--- src/rtl/bit_normalizer_pkg.sv ---
// bit_normalizer_pkg
// Shared widths, function codes, FSM state encoding and SCAN step
// decision type for the bit normalizer.
package bit_normalizer_pkg;

    localparam int DATA_WIDTH  = 32;
    localparam int SKIP_WIDTH  = 8;
    localparam int FUNCT_WIDTH = 2;
    localparam int SHAMT_WIDTH = 6;

    localparam logic [FUNCT_WIDTH-1:0] FUNCT2_CLZ = 2'd0;
    localparam logic [FUNCT_WIDTH-1:0] FUNCT2_CLO = 2'd1;

    // Count at which the whole word has been consumed.
    localparam logic [SHAMT_WIDTH-1:0] CNT_FULL     = 6'(DATA_WIDTH);
    // Largest count from which a coarse step cannot overshoot CNT_FULL.
    localparam logic [SHAMT_WIDTH-1:0] COARSE_LIMIT = 6'(DATA_WIDTH - SKIP_WIDTH);
    localparam logic [SHAMT_WIDTH-1:0] COARSE_INC   = 6'(SKIP_WIDTH);

    typedef enum logic [1:0] {
        IDLE = 2'd0,
        SCAN = 2'd1,
        DONE = 2'd2
    } state_t;

    typedef enum logic [1:0] {
        STEP_STOP   = 2'd0,
        STEP_COARSE = 2'd1,
        STEP_FINE   = 2'd2
    } step_t;

endpackage

--- src/rtl/bit_normalizer_if.sv ---
// bit_normalizer_if
// Request/result bundle between the EX pipeline and the bit normalizer.
//   flush, start, funct, operand_1 : request side (pipeline -> unit)
//   busy, done, result_norm, result_shamt : status/result (unit -> pipeline)
// master: pipeline side, slave: the normalizer.
interface bit_normalizer_if;
    import bit_normalizer_pkg::*;

    logic                   flush;
    logic                   start;
    logic [FUNCT_WIDTH-1:0] funct;
    logic [DATA_WIDTH-1:0]  operand_1;
    logic                   busy;
    logic                   done;
    logic [DATA_WIDTH-1:0]  result_norm;
    logic [SHAMT_WIDTH-1:0] result_shamt;

    modport master (
        output flush, start, funct, operand_1,
        input  busy, done, result_norm, result_shamt
    );

    modport slave (
        input  flush, start, funct, operand_1,
        output busy, done, result_norm, result_shamt
    );

endinterface

--- src/rtl/bit_normalizer.sv ---
// bit_normalizer
// Multi-cycle EX unit: strips leading zeros (CLZ) or leading ones (CLO)
// from operand_1 by shifting left with zero fill, returning the shifted
// word and the shift amount (the CLZ/CLO count).
// Ports:
//   clk  : core clock, rising edge
//   rst  : asynchronous reset, active low
//   bus  : bit_normalizer_if.slave (flush/start/funct/operand_1 in,
//          busy/done/result_norm/result_shamt out)
//
// state | meaning
// IDLE  | waiting for start
// SCAN  | one stop/coarse/fine decision per cycle, busy high
// DONE  | results valid, done pulses for one cycle
module bit_normalizer
    import bit_normalizer_pkg::*;
(
    input logic            clk,
    input logic            rst,
    bit_normalizer_if.slave bus
);

    state_t                 state;
    state_t                 state_nxt;
    step_t                  step;
    logic [DATA_WIDTH-1:0]  work;
    logic [SHAMT_WIDTH-1:0] cnt;
    logic                   pol;
    logic                   pass;
    logic [DATA_WIDTH-1:0]  result_norm;
    logic [SHAMT_WIDTH-1:0] result_shamt;
    logic                   accept;

    assign accept = (state == IDLE) && bus.start && !bus.flush;

    // Stop has priority; the coarse step also requires cnt<=24 so the
    // count can never pass 32. In CLO mode the zero fill ends the scan
    // because a shifted-in 0 differs from pol.
    always_comb begin
        step = STEP_FINE;
        if (pass || (cnt == CNT_FULL) || (work[DATA_WIDTH-1] != pol)) begin
            step = STEP_STOP;
        end else if ((work[DATA_WIDTH-1 -: SKIP_WIDTH] == {SKIP_WIDTH{pol}}) &&
                     (cnt <= COARSE_LIMIT)) begin
            step = STEP_COARSE;
        end
    end

    always_comb begin
        state_nxt = state;
        case (state)
            IDLE:    if (accept) state_nxt = SCAN;
            SCAN:    if (step == STEP_STOP) state_nxt = DONE;
            DONE:    state_nxt = IDLE;
            default: state_nxt = IDLE;
        endcase
        if (bus.flush) begin
            state_nxt = IDLE;
        end
    end

    always_ff @(posedge clk or negedge rst) begin
        if (!rst) begin
            state <= IDLE;
        end else begin
            state <= state_nxt;
        end
    end

    always_ff @(posedge clk or negedge rst) begin
        if (!rst) begin
            work         <= '0;
            cnt          <= '0;
            pol          <= 1'b0;
            pass         <= 1'b0;
            result_norm  <= '0;
            result_shamt <= '0;
        end else if (accept) begin
            work <= bus.operand_1;
            cnt  <= '0;
            pol  <= (bus.funct == FUNCT2_CLO);
            pass <= (bus.funct != FUNCT2_CLZ) && (bus.funct != FUNCT2_CLO);
        end else if ((state == SCAN) && !bus.flush) begin
            case (step)
                STEP_STOP: begin
                    result_norm  <= work;
                    result_shamt <= cnt;
                end
                STEP_COARSE: begin
                    work <= work << SKIP_WIDTH;
                    cnt  <= cnt + COARSE_INC;
                end
                default: begin
                    work <= work << 1;
                    cnt  <= cnt + 6'd1;
                end
            endcase
        end
    end

    assign bus.busy         = (state == SCAN);
    assign bus.done         = (state == DONE);
    assign bus.result_norm  = result_norm;
    assign bus.result_shamt = result_shamt;

endmodule

--- src/flat_wrapper.sv ---
// flat-port wrapper written by rule: the top's interface ports become plain ports
module bit_normalizer_flat import bit_normalizer_pkg::*;
  (clk, rst, bus_flush, bus_start, bus_funct, bus_operand_1, bus_busy, bus_done, bus_result_norm, bus_result_shamt);
  bit_normalizer_if bus_i ();
  input logic clk;
  input logic rst;
  input wire logic [$bits(bus_i.flush)-1:0] bus_flush;
  input wire logic [$bits(bus_i.start)-1:0] bus_start;
  input wire logic [$bits(bus_i.funct)-1:0] bus_funct;
  input wire logic [$bits(bus_i.operand_1)-1:0] bus_operand_1;
  output wire logic [$bits(bus_i.busy)-1:0] bus_busy;
  output wire logic [$bits(bus_i.done)-1:0] bus_done;
  output wire logic [$bits(bus_i.result_norm)-1:0] bus_result_norm;
  output wire logic [$bits(bus_i.result_shamt)-1:0] bus_result_shamt;
  assign bus_i.flush = bus_flush;
  assign bus_i.start = bus_start;
  assign bus_i.funct = bus_funct;
  assign bus_i.operand_1 = bus_operand_1;
  assign bus_busy = bus_i.busy;
  assign bus_done = bus_i.done;
  assign bus_result_norm = bus_i.result_norm;
  assign bus_result_shamt = bus_i.result_shamt;
  bit_normalizer u_core (.clk(clk), .rst(rst), .bus(bus_i));
endmodule
--- config.mk ---
export PLATFORM = sky130hd
export DESIGN_NAME = bit_normalizer_flat
export DESIGN_NICKNAME = d
export VERILOG_FILES = /design/src/rtl/bit_normalizer_pkg.sv /design/src/rtl/bit_normalizer_if.sv /design/src/rtl/bit_normalizer.sv /design/src/flat_wrapper.sv
export SDC_FILE = /design/constraint.sdc
export NUM_CORES = 1
export LEC_CHECK = 0
export BUFFER_PORTS_ARGS = -buffer_cell sky130_fd_sc_hd__clkbuf_2
export CAP_MARGIN = 30
export CORE_ASPECT_RATIO = 1.75
export CORE_MARGIN = 1.5
export CORE_UTILIZATION = 45
export DETAILED_ROUTE_END_ITERATION = 12
export GPL_ROUTABILITY_DRIVEN = 0
export PLACE_DENSITY = 0.72
export SLEW_MARGIN = 20
export SYNTH_ARGS = -nofsm -noshare
export SYNTH_HDL_FRONTEND = slang
export SYNTH_SLANG_ARGS = --single-unit
--- constraint.sdc ---
create_clock -name clk -period 6.6 [get_ports clk]
set_input_delay 0.99 -clock clk [delete_from_list [all_inputs] [get_ports clk]]
set_output_delay 0.99 -clock clk [all_outputs]
set_load 0.005 [all_outputs]
==> key figures, run 1 <==
Setup path
  – FF-to-FF Start: u_core.cnt[0]
  – Flop2flop setup slack: 3.92 ns
  – Crit path DAT: 2.92 ns
  – RR Endpoint: u_core.work[27]
  – Crit path max fanout: 22
  – Worst path slowest cell: a311oi_1
  – Crit path cell chain: inv_1, ha_1, nor2b_1, a311oi_1, nand4_1, buf_4, mux2i_1, a211oi_1
  – Nature of the critical path endpoint: flop
  – Buffers and inverters on the worst path: 2
  – Slowest stage delay, CP: 0.49 ns
  – Worst Setup Start Kind: flop
  – Critical path class: flop to flop
  – Cell family with most CP delay: compound AO/OA/AOI/OAI gates
  – Worst path required time: 6.84 ns
  – R2r worst-path depth: 8

Place
  – Area after DPL: 4230 um^2
  – Detailed Place HPWL: 5950 um
  – Placed Cells incl. Taps: 477
  – Buffers on Ports: 77

Clock network
  – Clock buffer depth: 2
  – PostCTS Resize Cnt: 0
  – Root cell of the clock tree: clkbuf_16
  – H-tree lvl count: 3
  – CTS Sinks: 80
  – Clk_lat worst skew: 0.33 ns
  – Total of hold buffers inserted after clock tree synthesis: 0
  – CTS buffer count: 9
  – # Post-CTS Setup Buffers: 0
  – Reg clk slew, reported paths: 0.06 ns
  – CTS tree: done

Power
  – Max IR drop VDD: 192 uV
  – Sw Ratio: 0.314
  – Pwr/cell area: 383 nW/um^2
  – Gate power share: 0.256
  – Lkg Pwr: 2.24 nW
  – Overall power: 1.71 mW
  – Clock power share: 0.257
  – Sequential share of power: 0.487
  – Internal power: 1.18 mW
  – P_sw: 0.538 mW

Timing
  – RSZ-0062 raised after global routing: false
  – Fin Setup TNS: 0 ns
  – Slew Limit Fails: 0
  – Clk_skew: 0.00405 ns
  – Setup violations, final: 0
  – Max frequency: 373 MHz
  – Part of the cycle the worst path needs: 0.407
  – Final Hold Vio Count: 0
  – Post-layout min period: 2.68 ns
  – Rel. slew slack: 0.564
  – Measured slew at the worst slew-check pin: 0.651 ns

Min path
  – Hold endpoint: u_core.bus.result_norm[3]
  – Hold Path Depth: 1
  – Hold crit path type: flop to flop
  – Hold wc startpoint: u_core.bus.result_norm[3]

Routing
  – WL met1: 3710 um
  – Pre-Repair DR Iteration Count: 8
  – Final WL: 8550 um
  – DRC: 0
  – Routed met3 length: 283 um
  – Post-DRT Antenna Nets: 0
  – Top routing layer used: met4
  – Initial DRC Count: 167
  – Vias after detailed routing: 2836
  – Post-DR vias/cell: 5.78
  – Detail Route met2 WL: 4190 um
  – WL per Instance: 17.4 um

Die
  – Core ar.: 7960 um^2
  – I/O pins: 78
  – Die height: 123 um
  – Starting density of the core: 0.467
  – Die ar.: 8850 um^2
  – Horiz. Die Dim: 71.7 um
  – Row cnt: 43

GRT
  – Vias in the first global route: 2813
  – All-Layer GR Usage: 0.205
  – First-pass GRT wire length: 13900 um
  – Largest net degree at the start of global routing: 43
  – Total gr overflow: 0
  – Initial antenna violation count: 0

Synthesis
  – Mapped Area: 3720 um^2
  – Largest cells by area after synthesis: dfrtp_1 (54%), mux2_1 (10%), mux2i_1 (6.5%)
  – Seq cells post-synth: 80
  – Post-Syn Area per Cell: 11.5 um^2
  – Mapped Cells: 323
  – Unique masters post-synth: 40
  – Seq/Total Area, Yosys: 0.538
  – Syn Nets: 364
  – Synth warnings: 0
  – Yosys top cell area share: 0.538
  – Area leader, netlist: dfrtp_1

Run
  – Max-cap violations: 0

Finish
  – Finished Cell Area: 4480 um^2
  – Layout area overhead: 20.4%
  – Nets@finish: 439
  – Layout cells sized above 1: 0.254
  – Layout Cells excl Fill: 491
  – Ant diodes: 0

Status
  – Status: completed
-- worst max-delay path by stage --
stage	cells past startpoint	startpoint	to	slack [ns]
finish	8	u_core.cnt[0]	u_core.work[27]	3.92
detailed placement	5	bus_flush	u_core.bus.result_norm[19]	3.90
CTS	8	u_core.cnt[0]	u_core.work[10]	3.96
global placement	4	bus_flush	u_core.bus.result_norm[10]	3.66
global route	8	u_core.cnt[0]	u_core.work[11]	3.80
floorplan	6	bus_flush	u_core.work[26]	4.42
-- power groups by stage --
stage	clock (mW)	combinational, mW	sequential, mW
floorplan	0	0.261	0.800
global placement	0	0.424	0.840
detailed placement	0	0.446	0.844
CTS	0.448	0.448	0.837
global route	0.466	0.496	0.860
finish	0.440	0.439	0.835
-- area by class of cell --
type                            count  area, um^2
Inverter                            7        26.3
Fill cell                         741        3480
Tap cell                           90         113
Clock inverter                      1        5.00
Timing Repair Buffer               84         473
Multi-Input combinational cell    216        1610
Clock buffer                       13         250
Sequential cell                    80        2000
-- cell usage in the layout, fill, tap and decap left out, drive strengths merged, types with 8 or more instances in the layout --
| master | synthesis | final |
|---|---|---|
| and3 | 9 | 9 |
| nor3 | 10 | 10 |
| a211oi | 10 | 10 |
| nand3 | 20 | 20 |
| nand2 | 30 | 30 |
| buf | 7 | 8 |
| mux2 | 34 | 34 |
| o211ai | 14 | 14 |
| nor2 | 16 | 16 |
| dfrtp | 80 | 80 |
| clkbuf | 13 | 89 |
| mux2i | 26 | 26 |
-- cell families (layout without fill, tap and decap cells) --
family	Yosys count	after routing	synth area share
buf+inv	27	105	0.0326
mux	60	60	0.180
fa+ha+maj	3	3	0.0101
flops	80	80	0.538
compound gates	51	51	0.104
simple gates	101	101	0.134
xor+xnor	1	1	0.00235
-- routing by layer --
layer,track usage,vias up
met3,0.0407,22
met5,0,-
met2,0.325,74
met4,0.121,0
met1,0.259,1404
li1,-,1336
-- cell usage after synthesis, drive strengths merged --
master   instances
o2bb2ai          1
a31oi            1
dfrtp           80
nand2           30
nor3            10
and2             1
clkbuf          13
nand3           20
nand4            3
nor4             2
ha               3
o221ai           1
mux2            34
nor2            16
a211oi          10
a311o            1
o31ai            2
a2111o           1
a311oi           2
a21oi            3
nor4b            1
mux2i           26
or3              1
xor2             1
nor2b            3
o21a             1
o21ai            7
and3             9
or4              3
buf              7
nand3b           2
o211ai          14
inv              7
a221o            7
-- metrics by stage --
stage	util	hold slack, ns	worst slack (ns)
floorplan	-	0.469	4.42
global placement	0.525	0.475	3.66
detailed placement	0.531	0.481	3.90
CTS	0.563	0.493	3.96
global route	0.563	0.507	3.80
finish	0.563	0.487	3.92
-- sequential cells by signal (all words and copies together) (netlist names) --
register                 flops
u_core.bus.result_shamt      6
u_core.pol                   1
u_core.bus.result_norm      32
u_core.pass                  1
u_core.state                 2
u_core.work                 32
u_core.cnt                   6
No activity file was read; power rests on OpenSTA's default activity.
==> run 2, diff against run 1 <==
--- a/config.mk
+++ b/config.mk
@@ -12,7 +12,7 @@
 export CORE_UTILIZATION = 45
 export DETAILED_ROUTE_END_ITERATION = 12
 export GPL_ROUTABILITY_DRIVEN = 0
-export PLACE_DENSITY = 0.72
+export PLACE_DENSITY = 0.74
 export SLEW_MARGIN = 20
 export SYNTH_ARGS = -nofsm -noshare
 export SYNTH_HDL_FRONTEND = slang
==> constraint.sdc (replaced) <==
create_clock -name clk -period 2.3 [get_ports clk]
set_input_delay 0.345 -clock clk [delete_from_list [all_inputs] [get_ports clk]]
set_output_delay 0.345 -clock clk [all_outputs]
set_load 0.005 [all_outputs]
==> run 2 against run 1 <==
  * The run now ends with design-rule violations left
  * Die area stayed put
  * Register-to-register slack worse by 3.8 ns
  * Global-route usage rose by 1.3 points
  * Flip-flop and latch count stayed put
  * Via count up 4.1%
  * Largest cell class unchanged
  * Highest routed layer unchanged
==> key figures, run 2 (synthesis results as in run 1) <==
Clock network
  – Root cell of the clock tree: clkbuf_16
  – CTS tree: done
  – H-tree lvl count: 3 (unchanged)
  – CTS Sinks: 80 (unchanged)
  – Reg clk slew, reported paths: 0.06 ns (about the same)
  – Clk_lat worst skew: 0.34 ns (about the same)
  – CTS buffer count: 9 (unchanged)
  – Clock buffer depth: 2 (unchanged)

Finish
  – # fillers: 681 (-8.1%)
  – Area of the multi-input gates: 1620 um^2 (+0.70%)
  – Layout cells sized above 1: 0.291 (+0.0365)
  – Commonest cells after routing, fill and taps aside: dfrtp_1 (80), clkbuf_2 (76), mux2_1 (33)
  – Sequential cell area: 2000 um^2 (unchanged)
  – Ant diodes: 0 (unchanged)
  – Biggest registers after layout: u_core.bus.result_norm x32, u_core.work x32
  – Nets@finish: 452 (+3.0%)
  – Layout area overhead: 26.4%
  – Finished Cell Area: 4700 um^2 (+4.9%)
  – Most common cell after layout, fill and taps aside: dfrtp_1

Min path
  – Hold crit path type: input pin to flop
  – Hold Path Depth: 3 (+2)

Power
  – Lkg Pwr: 2.36 nW (+5.3%)
  – Max IR drop VDD: 552 uV (+190%)
  – Pwr/cell area: 1170 nW/um^2 (+210%)
  – Overall power: 5.50 mW (+220%)

Die
  – Row cnt: 43 (unchanged)
  – Starting density of the core: 0.467 (unchanged)
  – Horiz. Die Dim: 71.7 um (unchanged)
  – Core ar.: 7960 um^2 (unchanged)
  – Die height: 123 um (unchanged)
  – Die ar.: 8850 um^2 (unchanged)
  – I/O pins: 78 (unchanged)

Timing
  – Rel. slew slack: 0.658 (+0.0938)
  – Post-layout min period: 2.21 ns (-0.472 ns)
  – Setup violations, final: 0 (unchanged)
  – WHS: 0.221 ns (-0.265 ns)
  – Max frequency: 452 MHz (+21%)
  – Part of the cycle the worst path needs: 0.962 (+0.555)
  – Final Hold Vio Count: 0 (unchanged)
  – Setup ws final: 0.0880 ns (-3.83 ns)
  – Measured slew at the worst slew-check pin: 0.513 ns (-0.138 ns)
  – Clk_skew: 0.00462 ns (+0.000571 ns)
  – Slew Limit Fails: 0 (unchanged)

Status
  – Status: finished with violations
  – Failing checks: design-rule violations

Setup path
  – R2r worst-path depth: 6 (-2)
  – Crit path DAT: 2.45 ns (-0.47 ns)
  – Crit path cell chain: or4_1, mux2i_4, nand4_1, buf_6, mux2i_1, a211oi_1
  – Critical path class: flop to flop
  – Crit path max fanout: 19 (-14%)
  – Worst Setup Start Kind: flop
  – Nature of the critical path endpoint: flop
  – Worst path slowest cell: or4_1
  – Worst path required time: 2.54 ns (-4.30 ns)
  – Slowest stage delay, CP: 0.58 ns (+0.09 ns)

Routing
  – Pre-Repair DR Iteration Count: 10 (+2)
  – Initial DRC Count: 264 (+58%)
  – Final WL: 9160 um (+7.1%)
  – Vias after detailed routing: 2952 (+4.1%)
  – Post-DRT Antenna Nets: 0 (unchanged)
  – WL per Instance: 18.1 um (+3.9%)
  – Post-DR vias/cell: 5.83 (+1.0%)
  – DRC: 3 (+3)

Place
  – Buffers on Ports: 77 (unchanged)
  – Area after DPL: 4300 um^2 (+1.8%)
  – Pre-CTS setup slack: 0.0610 ns (-3.84 ns)
  – Detailed Place HPWL: 6350 um (+6.7%)

GRT
  – Met2 GRT Util: 0.359 (+0.0341)
  – Initial antenna violation count: 0 (unchanged)
  – Total gr overflow: 0 (unchanged)
  – First-pass GRT wire length: 14600 um (+5.3%)
  – Gr busiest metal: met2
  – Largest net degree at the start of global routing: 43 (unchanged)
  – All-Layer GR Usage: 0.218 (+0.0128)
  – Vias in the first global route: 3024 (+7.5%)
  – Met1 Use GR: 0.268 (+0.00889)
  – Grt met3 use: 0.0456 (+0.00489)

Run
  – Max-cap violations: 0 (unchanged)
## run 2: layer usage
metal | up-vias | share of wire
li1 | 1370 | -
met1 | 1457 | 0.40
met2 | 105 | 0.52
met3 | 20 | 0.049
met4 | 0 | 0.027
met5 | - | 0
## run 2: path summary, 6_finish.rpt
check,start,to,slack (ns)
hold reg to reg,u_core.bus.result_shamt[5],u_core.bus.result_shamt[5],0.49
hold / removal,bus_operand_1[0],u_core.work[0],0.22
max in group asynchronous,rst,u_core.work[28],1.16
setup reg to reg,u_core.pol,u_core.work[30],0.09
min in group asynchronous,rst,u_core.bus.result_norm[0],0.52
setup / recovery,u_core.pol,u_core.work[30],0.09
## run 2: stage by stage
step / TNS, ns / cells / utilization
finish: 0 / 506 / 0.591
detailed placement: 0 / 488 / 0.540
floorplan: 0 / 323 / -
CTS: 0 / 505 / 0.588
global placement: 0 / 488 / 0.540
global route: -0.205 / 506 / 0.591
## run 2: timing repair
action / 4_1_cts / 5_1_grt
setup buffers: 0 / 1
hold buffers: 1 / 0
hold endpoints to repair: 27 / 0
gates resized for setup: 0 / 3
endpoints found under the setup margin: 0 / 29
## run 2: worst max-delay path, delay by kind of cell, from the launching register on
family | cells | cell delay, ns
AOI/OAI and AO/OA | 1 | 0.26
buffers and inverters | 1 | 0.24
DFF | 1 | 0.47
muxes | 2 | 0.38
and+or+nand+nor | 2 | 0.76
## run 2: cell type report
class                   count  share of cell area
inverters                   7             0.00559
flip-flops and latches     80               0.426
clock buffers              10              0.0508
multi-input cells         216               0.345
repair buffers             97               0.121
well taps                  90              0.0239
clock inverters             6              0.0277
## run 2: report_power, final
part | internal [mW] | switching [mW] | total [mW]
combinational | 0.741 | 0.623 | 1.36
clock | 1.20 | 0.554 | 1.75
sequential | 1.93 | 0.454 | 2.39
